`config.mk`:
```
export PLATFORM = sky130hd
export DESIGN_NAME = psum_input_fifo
export DESIGN_NICKNAME = d
export VERILOG_FILES = /design/src/rtl/psum_input_fifo_pkg.sv /design/src/rtl/psum_input_fifo.sv
export SDC_FILE = /design/constraint.sdc
export NUM_CORES = 1
export LEC_CHECK = 0
export ABC_AREA = 0
export ABC_CLOCK_PERIOD_IN_PS = 2900
export BUFFER_PORTS_ARGS = -buffer_cell sky130_fd_sc_hd__clkbuf_2
export CORE_MARGIN = 2
export CORE_UTILIZATION = 40
export CTS_CLUSTER_DIAMETER = 150
export DETAILED_ROUTE_END_ITERATION = 8
export PLACE_DENSITY = 0.59
export RECOVER_POWER = 25
export REMOVE_ABC_BUFFERS = 1
export SLEW_MARGIN = 40
export SYNTH_ARGS = -nofsm -noshare
export SYNTH_HDL_FRONTEND = slang
export SYNTH_SLANG_ARGS = --single-unit
```
`constraint.sdc`:
```
create_clock -name clk -period 2.9 [get_ports clk]
set_input_delay 0.435 -clock clk [delete_from_list [all_inputs] [get_ports clk]]
set_output_delay 0.435 -clock clk [all_outputs]
set_load 0.01 [all_outputs]
```
`src/rtl/psum_input_fifo_pkg.sv`:
```
// Common PE parameter package: psum word and scratchpad geometry shared by
// the psum input FIFO and the PE's psum scratchpad.
package psum_input_fifo_pkg;

    // Width of one partial-sum word
    localparam int PSUM_DATA_WIDTH = 16;
    // Psum storage depth in words (power of two, multiple of PSUM_PAR_WRITE)
    localparam int PSUM_DEPTH      = 8;
    // Psum words delivered per upstream write beat
    localparam int PSUM_PAR_WRITE  = 2;

endpackage : psum_input_fifo_pkg

```
`src/rtl/psum_input_fifo.sv`:
```
// Psum input FIFO: accepts PAR_WRITE words per write beat, pops one word per
// read, and presents the head word show-ahead on dout. A write is accepted only
// if there is room before this edge's pop, so a pop never makes room for a
// write in the same cycle. A rejected write or an empty pop sets a sticky ovf.
module psum_input_fifo
    import psum_input_fifo_pkg::*;
#(
    parameter int DATA_WIDTH = PSUM_DATA_WIDTH,
    parameter int DEPTH      = PSUM_DEPTH,
    parameter int PAR_WRITE  = PSUM_PAR_WRITE
) (
    input  logic                            clk,
    input  logic                            rst,
    input  logic                            wen,
    input  logic [PAR_WRITE*DATA_WIDTH-1:0] din,
    input  logic                            ren,
    output logic [DATA_WIDTH-1:0]           dout,
    output logic                            valid,
    output logic                            full,
    output logic                            empty,
    output logic [$clog2(DEPTH+1)-1:0]      count,
    output logic                            ovf
);

    localparam int AW = (DEPTH > 1) ? $clog2(DEPTH) : 1;
    localparam int CW = $clog2(DEPTH + 1);

    localparam logic [CW-1:0] DEPTH_C = CW'(DEPTH);
    localparam logic [CW-1:0] PAR_C   = CW'(PAR_WRITE);
    localparam logic [AW-1:0] PAR_A   = AW'(PAR_WRITE);

    logic [DATA_WIDTH-1:0] mem_q [DEPTH];

    logic [AW-1:0] wptr_q, wptr_d;
    logic [AW-1:0] rptr_q, rptr_d;
    logic [CW-1:0] count_q, count_d;
    logic          ovf_q, ovf_d;

    logic [CW-1:0] free_space;
    logic          wr_ok;
    logic          rd_ok;

    // Accept/pop decisions and next-state, all from the pre-edge count
    always_comb begin
        free_space = DEPTH_C - count_q;
        wr_ok      = wen && (free_space >= PAR_C);
        rd_ok      = ren && (count_q != '0);

        wptr_d  = wptr_q;
        rptr_d  = rptr_q;
        count_d = count_q;
        ovf_d   = ovf_q;

        if (wr_ok) begin
            wptr_d = wptr_q + PAR_A;
        end
        if (rd_ok) begin
            rptr_d = rptr_q + AW'(1);
        end
        case ({wr_ok, rd_ok})
            2'b10:   count_d = count_q + PAR_C;
            2'b01:   count_d = count_q - CW'(1);
            2'b11:   count_d = count_q + PAR_C - CW'(1);
            default: count_d = count_q;
        endcase
        if ((wen && !wr_ok) || (ren && !rd_ok)) begin
            ovf_d = 1'b1;
        end
    end

    // Control state: pointers, occupancy and sticky error, reset has priority
    always_ff @(posedge clk) begin
        if (rst) begin
            wptr_q  <= '0;
            rptr_q  <= '0;
            count_q <= '0;
            ovf_q   <= 1'b0;
        end else begin
            wptr_q  <= wptr_d;
            rptr_q  <= rptr_d;
            count_q <= count_d;
            ovf_q   <= ovf_d;
        end
    end

    // Storage: all lanes of an accepted beat land in consecutive slots; a beat
    // never straddles the wrap because DEPTH is a multiple of PAR_WRITE
    always_ff @(posedge clk) begin
        if (!rst && wr_ok) begin
            for (int i = 0; i < PAR_WRITE; i++) begin
                mem_q[wptr_q + AW'(i)] <= din[i*DATA_WIDTH +: DATA_WIDTH];
            end
        end
    end

    // Show-ahead head word and status flags derived from count only
    always_comb begin
        dout  = mem_q[rptr_q];
        empty = (count_q == '0);
        valid = !empty;
        full  = (free_space < PAR_C);
        count = count_q;
        ovf   = ovf_q;
    end

endmodule : psum_input_fifo

```
==> impl.org <==
** Synth
- Top cells by instance count after synthesis :: 128 x edfxtp_1, 32 x mux4_2, 16 x mux2_2
- Top-count cell post-synth :: edfxtp_1
- Primary FF master, synth :: edfxtp_1
- Biggest area contributors in the synthesized netlist :: edfxtp_1 69%, mux4_2 13%, dfxtp_1 4.7%
- In this run, distinct cell masters in the synthesized netlist total 24.
- Sequential cells were found to cover between 70% and 80% of the synthesized design area.
- The synthesized design contains roughly 140 register bits.
- During synthesis, Yosys emitted a total of 0 warnings.
- Of all cell types, the one taking the most synthesized area is edfxtp_1.
- Gate Count Post-Synth :: about 270
- The cell area that synthesis handed to floorplanning was between 5000 and 6000 um^2.
- Syn Area/Cell :: between 20 and 25 um^2
- The synthesized design contains roughly 130 enable-type register cells.
- Share of synthesized registers carrying an async set or reset :: 0%
- Summed over its instances, the top area cell type makes up 69.4% of the synthesized netlist area.

** Worst setup path
- Kind of end point of the critical path :: output pin
- In this run the worst path has a maximum fanout of 19.
- Traced cell by cell, the critical path runs through buf_4 > mux4_2 > mux2_2 > clkbuf_2.
- Master of the slowest instance on the critical path :: dfxtp_2
- Number of buffers and inverters on the critical path :: 2
- The critical path in this run is classified as reg2out.
- The largest single stage delay on the critical path is 640 ps.
- Data arrival time of the critical path :: ~2100 ps
- Data on the critical path is required at its endpoint by roughly 2500 ps.
- Dominant delay contributor by cell family on the critical path :: flip-flops
- Kind of start point of the critical path :: flop

** Route
- After detailed routing, the average wire length per cell comes to roughly 18 um.
- Total length of routed wires :: 9420 um
- DR pass1 iterations :: 4
- DRC marker count from the first detailed-route iteration :: between 150 and 200
- For this run, design rule violations remaining after detail routing come to 0.
- In this run the remaining antenna-violating nets after routing total 0.
- Via total after detailed routing :: between 2k and 3k
- After detailed routing, the number of vias per cell comes to 4.99.

** Place
- Gpl congestion :: a little over 0.8
- Summing all placed instances gives a cell area of between 6000 and 7000 um^2.
- The wire-length estimate of the detail-placed layout is ~6000 um.
- PortBufs :: 59

** Timing
- Slew Viols, Final :: 0
- Number of endpoints with negative hold slack in the final report :: 0
- Sum of negative setup slack :: 0 ps
- For the pin with the worst max-slew slack, the measured transition is approximately 500 ps.
- For the final database, setup skew stands at 5.50 ps.
- After layout, the worst path uses about 87% of the clock period.
- Setup violations remaining at the end of the flow were counted as 0.
- Final critical path time including I/O delays and setup :: roughly 2500 ps
- Measured against its own limit, the worst slew margin works out to between 60% and 70%.
- RSZ-0062 raised after global routing :: false
- Max Fclk :: 396 MHz

** Power
- LEAKAGE :: ~2.3 nW
- Max VDD drop :: approximately 750 uV
- In this run the power density over the cells is about 960 nW/um^2.

** Clock tree
- The clock tree synthesis step divided the H-tree into 4 levels.
- CTS clk-pin slew, worst paths :: 60 ps
- The number of clock buffers added by TritonCTS is 17.
- After clock tree synthesis, the repair step resized 0 gates.
- Clock Tree Buf Depth :: 2
- In this run the clock root is driven by a clkbuf_16.
- Number of clock sinks :: 141
- Post-CTS Repair Setup Buffers :: 0
- After clock tree synthesis, the flow added hold-fix buffers numbering 0.
- TritonCTS clock tree :: built
- Worst-Skew Late Latency :: roughly 400 ps

** Global routing
- Global-route wire length before repair :: 14,600 um
- The initial antenna violation count was 0.
- The number of global-route vias before repair came to 2,860.
- Total global-route track usage :: 13.6%
- Entering global routing, the biggest net connects 33 pins.
- Summed over all layers, the global routing overflow is 0.

** Cells and area
- Antenna cell count :: 0
- Fraction of layout cells with a size suffix above 1 :: 38.7%
- Number of nets in the layout :: between 300 and 400
- Finished layout cell area :: approximately 6700 um^2
- Fillers :: between 1k and 1.5k
- Compared with the post-synthesis result, the final layout area differs by 21.0%.

** Floorplanning
- Die Outline Area :: about 15,000 um^2
- The initialized floorplan defines 42 standard-cell rows.
- 60 I/O pins were placed.
- For this configuration, the core starts out at a cell density of between 40% and 50%.
- Std-Cell Core Area :: between 10,000 and 15,000 um^2
- Die extent in x :: around 120 um
- Die height :: roughly 120 um

** Run status
- Outcome :: completed

** Min path
- Hold crit path type :: in2reg

** Flow run
- Max-cap check violation count :: 0
layout make-up:
cell class | count | area, um^2 | share of cell area, %
clock inverters | 13 | 124 | 1.85
repair buffers | 67 | 380 | 5.68
well taps | 176 | 220 | 3.29
multi-input cells | 108 | 1370 | 20.5
flip-flops and latches | 141 | 4110 | 61.3
clock buffers | 19 | 475 | 7.10
inverters | 6 | 22.5 | 0.336
power by group:
part | switching [W] | internal [W]
clock network | 0.000817 | 0.00130
registers | 0.000129 | 0.00250
logic | 0.000830 | 0.000833
per-layer routing:
metal	routed length (um)	global-route usage [%]
met5	0	0
met4	80	5.32
met3	389	4.17
met2	4910	23.1
met1	4040	16.3
final timing paths:
check                end  slack, ps      start  depth (start not counted)
max              dout[1]        370       flop                          4
min          mem_q[7][1]        260    din[17]                          1
max reg2reg     count[1]        460   count[1]                         10
min reg2reg         flop        500  rptr_q[1]                          2
sequential cells by signal (all words and copies together), names as in the netlist, named ones only:
signal	count
count	4
mem_q	128
ovf	1
rptr_q	3
wptr_q	2
through the flow:
step	util (%)	total power, W	setup WS [ps]	instances	hold WS [ps]
floorplan	-	0.00383	84.9	255	447
global placement	45.7	0.00433	404	498	478
CTS	50.2	0.00651	243	530	228
finish	50.0	0.00640	374	530	262
detailed placement	45.7	0.00437	254	498	482
global route	50.0	0.00674	239	530	265
logic make-up (layout without fill, tap and decap cells):
kind of cell    after synthesis  in the layout  share of synthesized area [%]
xor+xnor                     12             12                           2.03
flops                       141            141                           74.1
mux                          51             51                           16.8
compound gates                6              6                          0.995
simple gates                 29             29                           2.53
buf+inv                      17            105                           1.22
fa+ha+maj                    10             10                           2.26
worst reg2reg max path, cell delays in order, from the launching register on:
cell,delay [ps]
dfxtp_1,470
inv_1,130
ha_1,210
nor2b_2,170
xor2_2,170
o41ai_4,320
buf_4,220
nor2_1,70
xnor2_1,120
ha_1,270
a211oi_1,190
cells in the final DEF, fill, tap and decap left out, types with 2 or more instances in the layout:
| master | synthesis | routed |
|---|---|---|
| dfxtp_1 | 13 | 11 |
| clkbuf_1 | 7 | 20 |
| xnor2_1 | 10 | 10 |
| inv_1 | 6 | 6 |
| mux2_2 | 16 | 16 |
| ha_1 | 10 | 10 |
| mux4_2 | 32 | 32 |
| nor3_1 | 2 | 2 |
| nor2_1 | 11 | 11 |
| clkbuf_2 | 0 | 39 |
| a21oi_1 | 4 | 4 |
| nor4_1 | 2 | 2 |
| mux2i_1 | 3 | 3 |
| clkinv_4 | 0 | 4 |
| nand2_1 | 6 | 6 |
| clkbuf_16 | 0 | 19 |
| and2_2 | 0 | 2 |
| inv_6 | 0 | 4 |
| buf_4 | 0 | 4 |
| edfxtp_1 | 128 | 128 |
| dfxtp_2 | 0 | 2 |
| and2_4 | 0 | 2 |
| buf_12 | 0 | 4 |
| inv_4 | 0 | 3 |
(Power assumes the default switching activity.)
